===== src/rtl/instr_fetch_if.sv =====
// Fetch-side bus bundle: word-read memory port plus the instruction handshake to decode.
// The master modport is the fetch unit; the slave modport is the memory/decode environment.
interface instr_fetch_if;
   logic        mem_req_o;
   logic [31:0] mem_addr_o;
   logic        mem_gnt_i;
   logic        mem_rvalid_i;
   logic [31:0] mem_rdata_i;
   logic        instr_valid_o;
   logic [31:0] instr_data_o;
   logic [31:0] instr_pc_o;
   logic        instr_ready_i;

   modport master (
      output mem_req_o,
      output mem_addr_o,
      input  mem_gnt_i,
      input  mem_rvalid_i,
      input  mem_rdata_i,
      output instr_valid_o,
      output instr_data_o,
      output instr_pc_o,
      input  instr_ready_i
   );

   modport slave (
      input  mem_req_o,
      input  mem_addr_o,
      output mem_gnt_i,
      output mem_rvalid_i,
      output mem_rdata_i,
      input  instr_valid_o,
      input  instr_data_o,
      input  instr_pc_o,
      output instr_ready_i
   );
endinterface


===== src/rtl/instr_fetch.sv =====
// Instruction fetch: owns the fetch PC, issues credit-limited word reads, buffers words for decode.
// Optional FETCH_MISALIGN_CHECK_EN: misaligned redirects park the unit in ST_FAULT until an aligned redirect.
module instr_fetch #(
   parameter logic [31:0] RESET_PC        = 32'h0000_0000,
   parameter int          FIFO_DEPTH      = 2,
   parameter int          MAX_OUTSTANDING = 2
) (
   input  logic                 clk_i,
   input  logic                 rstn_i,
   input  logic                 redirect_i,
   input  logic [31:0]          redirect_pc_i,
   instr_fetch_if.master        bus,
   output logic                 fetch_fault_o
);

   localparam int PW = $clog2(FIFO_DEPTH);
   localparam int CW = PW + 2;

`ifdef FETCH_MISALIGN_CHECK_EN
   typedef enum logic [1:0] {ST_RESET, ST_FETCH, ST_FAULT} state_e;
`else
   typedef enum logic [1:0] {ST_RESET, ST_FETCH} state_e;
`endif

   state_e        state_q, state_d;
   logic [31:0]   fetch_pc_q, fetch_pc_d;
   logic [31:0]   resp_pc_q, resp_pc_d;
   logic          pend_q, pend_d;
   logic          pend_stale_q, pend_stale_d;
   logic [31:0]   pend_addr_q, pend_addr_d;
   logic [CW-1:0] outst_q, outst_d;
   logic [CW-1:0] disc_q, disc_d;
   logic [CW-1:0] cnt_q, cnt_d;
   logic [PW-1:0] rptr_q, rptr_d;
   logic [PW-1:0] wptr_q, wptr_d;

   logic [31:0]   fifo_data_q [FIFO_DEPTH];
   logic [31:0]   fifo_pc_q   [FIFO_DEPTH];

   logic [31:0]   redir_tgt;
   logic          redir_bad;
   logic          in_fetch;
   logic          pop;
   logic          push;
   logic          grant;
   logic          issue;
   logic [CW-1:0] credit;

   assign redir_tgt = redirect_pc_i & ~32'h3;
`ifdef FETCH_MISALIGN_CHECK_EN
   assign redir_bad     = |redirect_pc_i[1:0];
   assign fetch_fault_o = (state_q == ST_FAULT);
`else
   assign redir_bad     = 1'b0;
   assign fetch_fault_o = 1'b0;
`endif

   assign in_fetch = (state_q == ST_FETCH);
   assign pop      = (cnt_q != '0) & bus.instr_ready_i;

   // A word leaving this cycle frees its slot, which is what sustains one word per cycle.
   assign credit = cnt_q + outst_q + disc_q - CW'(pop);
   assign issue  = in_fetch && (outst_q < CW'(MAX_OUTSTANDING)) && (credit < CW'(FIFO_DEPTH));

   // A raised request is replayed from pend_* so it cannot move before it is granted.
   assign bus.mem_req_o  = pend_q | issue;
   assign bus.mem_addr_o = pend_q ? pend_addr_q : fetch_pc_q;
   assign grant          = bus.mem_req_o & bus.mem_gnt_i;
   assign push           = bus.mem_rvalid_i & (disc_q == '0) & ~redirect_i & in_fetch;

   assign bus.instr_valid_o = (cnt_q != '0);
   assign bus.instr_data_o  = bus.instr_valid_o ? fifo_data_q[rptr_q] : '0;
   assign bus.instr_pc_o    = bus.instr_valid_o ? fifo_pc_q[rptr_q]   : '0;

   always_comb begin
      state_d      = state_q;
      fetch_pc_d   = fetch_pc_q;
      resp_pc_d    = resp_pc_q;
      pend_d       = bus.mem_req_o & ~bus.mem_gnt_i;
      pend_addr_d  = bus.mem_addr_o;
      pend_stale_d = 1'b0;
      outst_d      = outst_q + CW'(grant) - CW'(bus.mem_rvalid_i);
      disc_d       = disc_q;
      cnt_d        = cnt_q;
      rptr_d       = rptr_q;
      wptr_d       = wptr_q;

      case (state_q)
         ST_RESET: state_d = ST_FETCH;
         ST_FETCH: state_d = ST_FETCH;
`ifdef FETCH_MISALIGN_CHECK_EN
         ST_FAULT: state_d = ST_FAULT;
`endif
         default:  state_d = ST_RESET;
      endcase

      if (redirect_i) begin
`ifdef FETCH_MISALIGN_CHECK_EN
         state_d = redir_bad ? ST_FAULT : ST_FETCH;
`else
         state_d = ST_FETCH;
`endif
         fetch_pc_d   = redir_tgt;
         resp_pc_d    = redir_tgt;
         pend_stale_d = pend_d;
         // Everything still in flight after this edge belongs to the old stream.
         disc_d       = outst_d;
         cnt_d        = '0;
         rptr_d       = '0;
         wptr_d       = '0;
      end else begin
         pend_stale_d = pend_d & pend_stale_q;
         if (grant && !pend_stale_q)
            fetch_pc_d = fetch_pc_q + 32'd4;
         if (!in_fetch)
            disc_d = outst_d;
         else
            disc_d = disc_q + CW'(grant & pend_stale_q)
                     - CW'(bus.mem_rvalid_i & (disc_q != '0));
         if (push) begin
            wptr_d    = wptr_q + 1'b1;
            resp_pc_d = resp_pc_q + 32'd4;
         end
         if (pop)
            rptr_d = rptr_q + 1'b1;
         cnt_d = cnt_q + CW'(push) - CW'(pop);
      end
   end

   always_ff @(posedge clk_i or negedge rstn_i) begin
      if (!rstn_i) begin
         state_q      <= ST_RESET;
         fetch_pc_q   <= RESET_PC;
         resp_pc_q    <= RESET_PC;
         pend_q       <= 1'b0;
         pend_stale_q <= 1'b0;
         pend_addr_q  <= RESET_PC;
         outst_q      <= '0;
         disc_q       <= '0;
         cnt_q        <= '0;
         rptr_q       <= '0;
         wptr_q       <= '0;
      end else begin
         state_q      <= state_d;
         fetch_pc_q   <= fetch_pc_d;
         resp_pc_q    <= resp_pc_d;
         pend_q       <= pend_d;
         pend_stale_q <= pend_stale_d;
         pend_addr_q  <= pend_addr_d;
         outst_q      <= outst_d;
         disc_q       <= disc_d;
         cnt_q        <= cnt_d;
         rptr_q       <= rptr_d;
         wptr_q       <= wptr_d;
      end
   end

   always_ff @(posedge clk_i) begin
      if (push) begin
         fifo_data_q[wptr_q] <= bus.mem_rdata_i;
         fifo_pc_q[wptr_q]   <= resp_pc_q;
      end
   end

endmodule


===== src/flat_wrapper.sv =====
// flat-port wrapper written by rule: the top's interface ports become plain ports
module instr_fetch_flat 
#(
   parameter logic [31:0] RESET_PC        = 32'h0000_0000,
   parameter int          FIFO_DEPTH      = 2,
   parameter int          MAX_OUTSTANDING = 2
)
  (clk_i, rstn_i, redirect_i, redirect_pc_i, fetch_fault_o, bus_mem_req_o, bus_mem_addr_o, bus_mem_gnt_i, bus_mem_rvalid_i, bus_mem_rdata_i, bus_instr_valid_o, bus_instr_data_o, bus_instr_pc_o, bus_instr_ready_i);
  instr_fetch_if bus_i ();
  input  logic clk_i;
  input  logic rstn_i;
  input  logic redirect_i;
  input  logic [31:0] redirect_pc_i;
  output logic fetch_fault_o;
  output wire logic [$bits(bus_i.mem_req_o)-1:0] bus_mem_req_o;
  output wire logic [$bits(bus_i.mem_addr_o)-1:0] bus_mem_addr_o;
  input wire logic [$bits(bus_i.mem_gnt_i)-1:0] bus_mem_gnt_i;
  input wire logic [$bits(bus_i.mem_rvalid_i)-1:0] bus_mem_rvalid_i;
  input wire logic [$bits(bus_i.mem_rdata_i)-1:0] bus_mem_rdata_i;
  output wire logic [$bits(bus_i.instr_valid_o)-1:0] bus_instr_valid_o;
  output wire logic [$bits(bus_i.instr_data_o)-1:0] bus_instr_data_o;
  output wire logic [$bits(bus_i.instr_pc_o)-1:0] bus_instr_pc_o;
  input wire logic [$bits(bus_i.instr_ready_i)-1:0] bus_instr_ready_i;
  assign bus_mem_req_o = bus_i.mem_req_o;
  assign bus_mem_addr_o = bus_i.mem_addr_o;
  assign bus_i.mem_gnt_i = bus_mem_gnt_i;
  assign bus_i.mem_rvalid_i = bus_mem_rvalid_i;
  assign bus_i.mem_rdata_i = bus_mem_rdata_i;
  assign bus_instr_valid_o = bus_i.instr_valid_o;
  assign bus_instr_data_o = bus_i.instr_data_o;
  assign bus_instr_pc_o = bus_i.instr_pc_o;
  assign bus_i.instr_ready_i = bus_instr_ready_i;
  instr_fetch #(.RESET_PC(RESET_PC), .FIFO_DEPTH(FIFO_DEPTH), .MAX_OUTSTANDING(MAX_OUTSTANDING)) u_core (.clk_i(clk_i), .rstn_i(rstn_i), .redirect_i(redirect_i), .redirect_pc_i(redirect_pc_i), .bus(bus_i), .fetch_fault_o(fetch_fault_o));
endmodule

===== config.mk =====
export PLATFORM = sky130hd
export DESIGN_NAME = instr_fetch_flat
export DESIGN_NICKNAME = d
export VERILOG_FILES = /design/src/rtl/instr_fetch_if.sv /design/src/rtl/instr_fetch.sv /design/src/flat_wrapper.sv
export SDC_FILE = /design/constraint.sdc
export NUM_CORES = 1
export LEC_CHECK = 0
export CAP_MARGIN = 20
export CORE_MARGIN = 4
export CORE_UTILIZATION = 48
export CTS_BUF_LIST = sky130_fd_sc_hd__clkbuf_4 sky130_fd_sc_hd__clkbuf_8 sky130_fd_sc_hd__clkbuf_16
export DETAILED_ROUTE_END_ITERATION = 6
export PLACE_DENSITY = 0.73
export SETUP_SLACK_MARGIN = 0.05
export SYNTH_ARGS = -nofsm -noshare
export SYNTH_HDL_FRONTEND = slang
export SYNTH_SLANG_ARGS = --single-unit

===== constraint.sdc =====
create_clock -name clk_i -period 8.45 [get_ports clk_i]
set_input_delay 1.2675 -clock clk_i [delete_from_list [all_inputs] [get_ports clk_i]]
set_output_delay 1.2675 -clock clk_i [all_outputs]
set_load 0.02 [all_outputs]

[After elaboration in Yosys (flattened, before gate mapping)]
Memories as Yosys holds them, arrays and structs flattened.
Cells that the tools add are included.
Word-level totals
  register bits after elaboration: 111
  output and inout bits: 99
  memories: 2
  bits in writable memories: 128
  bits of input ports: 70
  word-level logic and storage cells: 72
Memories
  u_core.fifo_data_q: depth 2, width 32, read ports 1, clocked after Yosys merged registers in 0, wr ports 1, line instr_fetch.sv:37  | logic [31:0] fifo_data_q [FIFO_DEPTH];
  u_core.fifo_pc_q: depth 2, width 32, read ports 1, clocked after Yosys merged registers in 0, wr ports 1, line instr_fetch.sv:38  | logic [31:0] fifo_pc_q [FIFO_DEPTH];
Cells by class
  reductions and logical operators: 12
  add/sub/neg operators: 13
  eq/ne operators: 1
  $lt $le $gt $ge: 2
  mux-type cells: 19
  bitwise gates (word level): 12
Operators with widths (number)
  $mux 32: 7
  $add 32x3->32 const B: 2
  $add 3x3->3: 3
  $and 1x1->1: 9
  $mux 3: 3
  $sub 3x1->3: 3
  $mux 1: 8
  $add 3x1->3: 2
  $lt 3x2->1 const B: 2
  $reduce_bool 2->1: 3
  $reduce_bool 3->1: 2
  $logic_and 1x1->1: 3
  $logic_not 3->1: 1
  $sub 3x3->3: 1
  $add 1x1->1 const B: 2
  $eq 2x1->1 const B: 1
  $logic_not 2->1: 1
  $mux 2: 1
  $not 1->1: 2
  $reduce_or 2->1: 1
  $logic_not 1->1: 1
  $or 1x1->1: 1

[Longest topological paths before layout]
Gate-level depths: netlist (run 1).
  depth after elaboration: 12
  gate-level depth with buffers: 19

[Worst setup path before layout (run 1)]
OpenSTA, ideal clock, no wires.
  path kind: in2reg
  from: in bus_mem_rvalid_i
  to: mem u_core.fifo_data_q[0][0], enable pin
  setup slack: 1.938 ns
  cell stages on the path: 2
  arrival time: 5.954 ns
  buffers on the path: 0
  data required time: 7.892 ns
  library setup time: 0.558 ns
  cell sequence: or4b_4 -> nor3_1
On the way
  longest elaborated chain between the ends: 5
Ends and longest elaborated chain
  start, declared: line flat_wrapper.sv:18  | input wire logic [$bits(bus_i.mem_rvalid_i)-1:0] bus_mem_rvalid_i;
  $and 1x1->1 (3 in series): line instr_fetch.sv:69  | assign push = bus.mem_rvalid_i & (disc_q == '0) & ~redirect_i & in_fetch;
  $mux 1: line instr_fetch.sv:159  | if (push) begin
  $mux 1 (implied by the code): line instr_fetch.sv:160  | fifo_data_q[wptr_q] <= bus.mem_rdata_i;
  end, declared: line instr_fetch.sv:37
No other way between the ends.

[Worst setup path in the final report (run 1)]
  from: reg u_core.cnt_q[1]
  to: out bus_mem_req_o
On the way
  longest elaborated chain between the ends: 6
  elaborated cells between the ends (all ways): 8
  those cells by class: add/sub (3); order compare (1); bitwise (2); reduce/logical (2)
Ends and longest elaborated chain
  start, declared: line instr_fetch.sv:33  | logic [CW-1:0] cnt_q, cnt_d;
  start signal, assigned: line instr_fetch.sv:152  | cnt_q <= cnt_d;
  $add 3x3->3 or $reduce_bool 3->1 (tied branches): line instr_fetch.sv:62, instr_fetch.sv:59
  $add 3x3->3 or $and 1x1->1 (tied branches): line instr_fetch.sv:62, instr_fetch.sv:59
  $sub 3x1->3 *: line instr_fetch.sv:62  | assign credit = cnt_q + outst_q + disc_q - CW'(pop);
  $lt 3x2->1 *: line instr_fetch.sv:63  | assign issue = in_fetch && (outst_q < CW'(MAX_OUTSTANDING)) && (credit < CW'(FIFO_DEPTH));
  $logic_and 1x1->1 *: line instr_fetch.sv:63
  $or 1x1->1 *: line instr_fetch.sv:66  | assign bus.mem_req_o = pend_q | issue;
  end, declared: line flat_wrapper.sv:15  | output wire logic [$bits(bus_i.mem_req_o)-1:0] bus_mem_req_o;
Mark *: on every way between the ends. The rest lies on a longest branch, timed or not.

==> impl_metrics.toml, run 1 <==
[run_status]
status = "complete, no violations"

[die]
fp.dieArea_um2 = 24010
rows = 53
io_pins = 169
initial_core_util_pct = 48.99
die_y_um = 154.9
core_area_um2 = 21150
die_w_um = 154.9

[timing]
relSlewSlack_pct = 39.93
final_hold_viol_count = 0
rsz0062_at_grt = "false"
fin_crit_sh_pct = 71.75
tightest_slew_ps = 893.6
fin_crit_ps = 6063
clock.fmax_ghz = 0.1649
setup_tns_ps = 0
fin_ws_ps = 2387
maxSlewViolCount = 0
setup_viol = 0
fin_skew_ps = 8.247

[grt]
grt_first_pass_wirelength_um = 37700
grt_use_total_pct = 19.16
grt-ovfl-total = 0
grt_max_degree = 70
antenna_found_initial = 0
grt_pass1_vias = 7159

[final_layout]
regArea_um2 = 6380
fillers = 1677
antennaDiodeCount = 0
area_delta_synth_final_pct = 25.67
layout_commonest_cell = "clkdlybuf4s50_1"
nets = 1091
most-common-layout-cells = "clkdlybuf4s50_1 (162), edfxtp_1 (124), nor2_1 (110)"
drive_above_1_share_pct = 8.496
multi_input_area_um2 = 3691

[hold_path]
worstHoldEndpoint = "u_core.pend_addr_q[1]"
worstHoldPathCells = 1
hp-start = "u_core.pend_addr_q[1]"
hp-class = "flop to flop"

[yosys]
synth_top_flop_cell = "edfxtp_1"
synth_cell_types = 56
synth_top_area_share_pct = 35.93
netlist_area_um2 = 10360
avgSynthCellArea_um2 = 12.19
ys_ff_latch = 230
synth_edf_count = 124
yosys_warnings = 0
synth_cells = 850
synth_largest_area_cell = "edfxtp_1"
yosysSeqAreaShare_pct = 61.52
synth_area_leaders = "edfxtp_1 (36%), dfrtp_1 (26%), mux2i_1 (6.6%)"
synthArstFlopShare_pct = 46.09

[place]
place_worst_setup_slack_ps = 2483
portBuffers = 163
gp_congestion = 0.9194
hpwl_um = 16000

[clocking]
htreeDepth = 1
cts_tree = "yes"
cts_resized = 0
cts-hold-fix-buffers = 0
cts_root_buf = "clkbuf_16"
cts_setup_buffers = 0
cts_sinks = 230
cts_buffers = 24
insertion_delay_ps = 510
clkTransAtPathRegs_ps = 60
max-clock-path-buffers = 3

[job]
maxCapViolations = 0

[power_and_ir_drop]
vdd_drop_max_mv = 0.1895
p_total_mw = 4.051
power.density_nw_per_um2 = 311.1
leakage_nw = 4.710

[worst_setup_path]
r2r_start = "u_core.cnt_q[1]"
critPathLaunchType = "flop"
crit_type = "flop to primary output"
rr_endpoint = "u_core.disc_q[2]"
r2r_cells = 19
worstSetupEndpointType = "primary output"
regToRegSetupSlack_ps = 3370
worstPathMaxFanout = 63
required_ps = 7180
crit_arrival_ps = 4800

[drt]
first_pass_iters = 5
ant_nets = 0
detail_route.wirelength_um = 23540
via_count = 7269
drc = 0
routed_via_density = 5.596
post_drt_wl_per_cell_um = 18.12
drt_iter0_drc = 543
==> how the worst max path moves through the flow <==
stage | start | end | slack, ps
2_1_floorplan | bus_mem_rvalid_i | u_core.fifo_data_q[0][0] | 1940
3_3_place_gp | bus_instr_ready_i | bus_mem_req_o | 2550
3_5_place_dp | bus_instr_ready_i | bus_mem_req_o | 2480
4_1_cts | u_core.cnt_q[1] | bus_mem_req_o | 2320
5_1_grt | u_core.cnt_q[1] | bus_mem_req_o | 2070
6_report | u_core.cnt_q[1] | bus_mem_req_o | 2390
==> critical path: stages (launching register included) <==
cell and delay [ps]:
dfrtp_1 410, nor3_2 170, buf_4 540, inv_1 160
nand2_1 190, nor2_1 70, fa_1 480, inv_1 40
ha_1 200, xnor2_1 250, xnor3_1 450, a21oi_2 130
buf_4 420, inv_1 170, clkdlybuf4s50_1 570
==> metrics by stage <==
step | utilization [%] | hold WS (ps) | instance area (µm²) | cells
2_1_floorplan | - | 464.5 | 10370 | 852
3_3_place_gp | 57.91 | 469.5 | 12250 | 1255
3_5_place_dp | 57.91 | 481.4 | 12250 | 1255
4_1_cts | 61.57 | 497.5 | 13020 | 1299
5_1_grt | 61.57 | 511.4 | 13020 | 1299
6_report | 61.57 | 495.1 | 13020 | 1299
==> power by group <==
| group | internal (mW) | total (mW) | switching (mW) | leakage, nW |
|---|---|---|---|---|
| registers | 1.31 | 1.43 | 0.112 | 2.33 |
| logic | 0.725 | 1.62 | 0.891 | 1.98 |
| clock network | 0.602 | 1.01 | 0.406 | 0.393 |
| total | 2.64 | 4.05 | 1.41 | 4.71 |
==> logic make-up after synthesis <==
group / share of synthesized area [%]
compound gates: 7.437
xor+xnor: 3.091
fa+ha+maj: 2.101
buf+inv: 3.079
flops: 61.52
mux: 8.632
other cells: 0.07246
simple gates: 14.06
==> layout make-up <==
type                       instances  share of cell area (%)
timing repair buffer             172                   13.03
tap                              275                   2.642
sequential                       230                   48.99
clock buffer                      38                   5.697
inverter                          37                   1.066
multi-input combinational        541                   28.34
clock inverter                     6                  0.2402
==> per-layer routing <==
layer	global-route usage, %	wire length, µm	vias up
met2	29.74	10690	264
met3	3.255	1452	46
li1	-	-	3436
met1	28.14	10820	3523
met5	0	0	-
met4	5.257	578	0
==> registers in the layout, summed over array words and instances (netlist names) <==
register             cells
u_core.pend_addr_q      32
u_core.fetch_pc_q       30
u_core.state_q           1
u_core.fifo_data_q      64
u_core.fifo_pc_q        60
u_core.pend_stale_q      1
u_core.resp_pc_q        30
u_core.wptr_q            1
u_core.pend_q            1
u_core.disc_q            3
u_core.outst_q           3
u_core.cnt_q             3
u_core.rptr_q            1
==> synthesized netlist by cell type, types with 6 or more instances <==
cell and count:
o21ai_0 19, nand4_1 15, nand2b_1 7, nor2_1 110
and4_1 6, o31ai_1 16, mux2_2 19, nand3_1 24
nor4_1 12, o2111ai_1 6, or3_1 9, dfrtp_1 106
a21oi_1 20, clkbuf_1 27, nor3_1 12, and3_1 8
buf_1 11, or4_1 20, ha_1 11, xor2_1 10
o41ai_1 7, nand2_1 39, inv_1 37, a31oi_1 27
mux2i_1 68, xnor2_1 24, edfxtp_1 124
Note: power is estimated with default switching activity, not from simulation.
==> run 2, diff against run 1 <==
Settings changed: PLACE_DENSITY 0.73 to 0.76.
Clock period 8.45 ns to 5.1 ns, I/O delays scaled along.
==> impl_metrics.toml, run 2 (synthesis gave the netlist of run 1 again) <==
[grt]
grt_pass1_vias = 7116
grt_max_degree = 73
grt_use_total_pct = 19.15
grt-ovfl-total = 0
antenna_found_initial = 0
grt_first_pass_wirelength_um = 37540

[drt]
first_pass_iters = 5
via_count = 7293
drt_iter0_drc = 505
drc = 0
detail_route.wirelength_um = 23510
routed_via_density = 5.614
ant_nets = 0
post_drt_wl_per_cell_um = 18.10

[timing]
fin_crit_sh_pct = 87.21
setup_tns_ps = 0
tightest_slew_ps = 1100
setup_viol = 0
relSlewSlack_pct = 26.69
fin_skew_ps = 9.842
rsz0062_at_grt = "false"
hold_ws_ps = 372.5
final_hold_viol_count = 0
fin_crit_ps = 4448
clock.fmax_ghz = 0.2248
maxSlewViolCount = 0
fin_ws_ps = 652.3

[clocking]
insertion_delay_ps = 510
cts_tree = "yes"
cts_resized = 0
cts_sinks = 230
cts_buffers = 24
cts_setup_buffers = 0
cts-hold-fix-buffers = 0
cts_root_buf = "clkbuf_16"
htreeDepth = 1
clkTransAtPathRegs_ps = 60
max-clock-path-buffers = 3

[worst_setup_path]
critPathLaunchType = "flop"
crit_family = "buffers and inverters"
worstPathMaxFanout = 4
cpPeakStageDelay_ps = 540
critPathMostFrequentCell = "inv_1"
cpMaxStageDelayCell = "clkdlybuf4s50_1"
required_ps = 4340
crit_arrival_ps = 3680
worstPathCellList = "nor3_2 > inv_1 > nand2_1 > nor2_1 > fa_1 > inv_1 > ha_1 > xnor2_1 > xnor3_1 > a21oi_2 > inv_1 > clkdlybuf4s50_1"
worstSetupEndpointType = "primary output"
crit_type = "flop to primary output"
path_buf_inv = 4

[power_and_ir_drop]
p_total_mw = 6.743
leakage_nw = 4.712
vdd_drop_max_mv = 0.3812
power.density_nw_per_um2 = 516.7

[final_layout]
largest_register_ff_count = 64
largestRegisters = "u_core.fifo_data_q x64, u_core.fifo_pc_q x60, u_core.pend_addr_q x32"
top_register = "u_core.fifo_data_q"
antennaDiodeCount = 0
most-common-layout-cells = "clkdlybuf4s50_1 (162), edfxtp_1 (124), nor2_1 (110)"
nets = 1091
drive_above_1_share_pct = 8.594
finalInstanceArea_um2 = 13050
area_delta_synth_final_pct = 25.93
layout_commonest_cell = "clkdlybuf4s50_1"

[place]
placed_area_um2 = 12260
gp_congestion = 0.9322
place_worst_setup_slack_ps = 635.7
portBuffers = 163
hpwl_um = 16130

[die]
io_pins = 169
die_w_um = 154.9
core_area_um2 = 21150
fp.dieArea_um2 = 24010
initial_core_util_pct = 48.99
rows = 53
die_y_um = 154.9

[job]
maxCapViolations = 0

[hold_path]
hp-class = "primary input to asynchronous set/reset pin"

[run_status]
status = "complete, no violations"
run 2: cell type report:
type | instances | area, µm²
tap | 275 | 344.1
timing repair buffer | 172 | 1697
multi-input combinational | 541 | 3697
inverter | 37 | 138.9
sequential | 230 | 6380
fill | 1663 | 8103
clock buffer | 40 | 758.2
clock inverter | 4 | 36.28
run 2: path summary, 6_finish.rpt:
check | from | to | slack [ps] | cells after the start
setup / recovery | u_core.cnt_q[1] | bus_mem_req_o | 650 | 12
hold / removal | rstn_i | u_core.pend_addr_q[1] | 370 | 1
setup reg to reg | u_core.cnt_q[1] | u_core.disc_q[2] | 1160 | 17
hold reg to reg | u_core.pend_addr_q[0] | u_core.pend_addr_q[0] | 490 | 1
max in group asynchronous | rstn_i | u_core.pend_addr_q[12] | 3670 | 2
min in group clk_i | u_core.pend_addr_q[0] | u_core.pend_addr_q[0] | 490 | 1
run 2: power by group:
part	switching [mW]	total [mW]	leakage, nW	internal, mW
logic	1.41	2.61	1.98	1.20
registers	0.259	2.44	2.33	2.18
clock network	0.677	1.69	0.396	1.02
run 2: routing by layer:
layer,vias up,GRT usage (%),share of wire (%),routed length (µm)
li1,3429,-,-,-
met1,3481,27.57,44,10290
met2,340,30.01,46,10820
met3,43,3.588,7.8,1835
met4,0,5.425,2.4,556
met5,-,0,0,0
run 2: per-stage QoR:
step / utilization, % / instances
after floorplan: - / 852
after detailed placement: 57.94 / 1255
after global placement: 57.94 / 1255
final: 61.70 / 1299
after CTS: 61.70 / 1299
after global routing: 61.70 / 1299
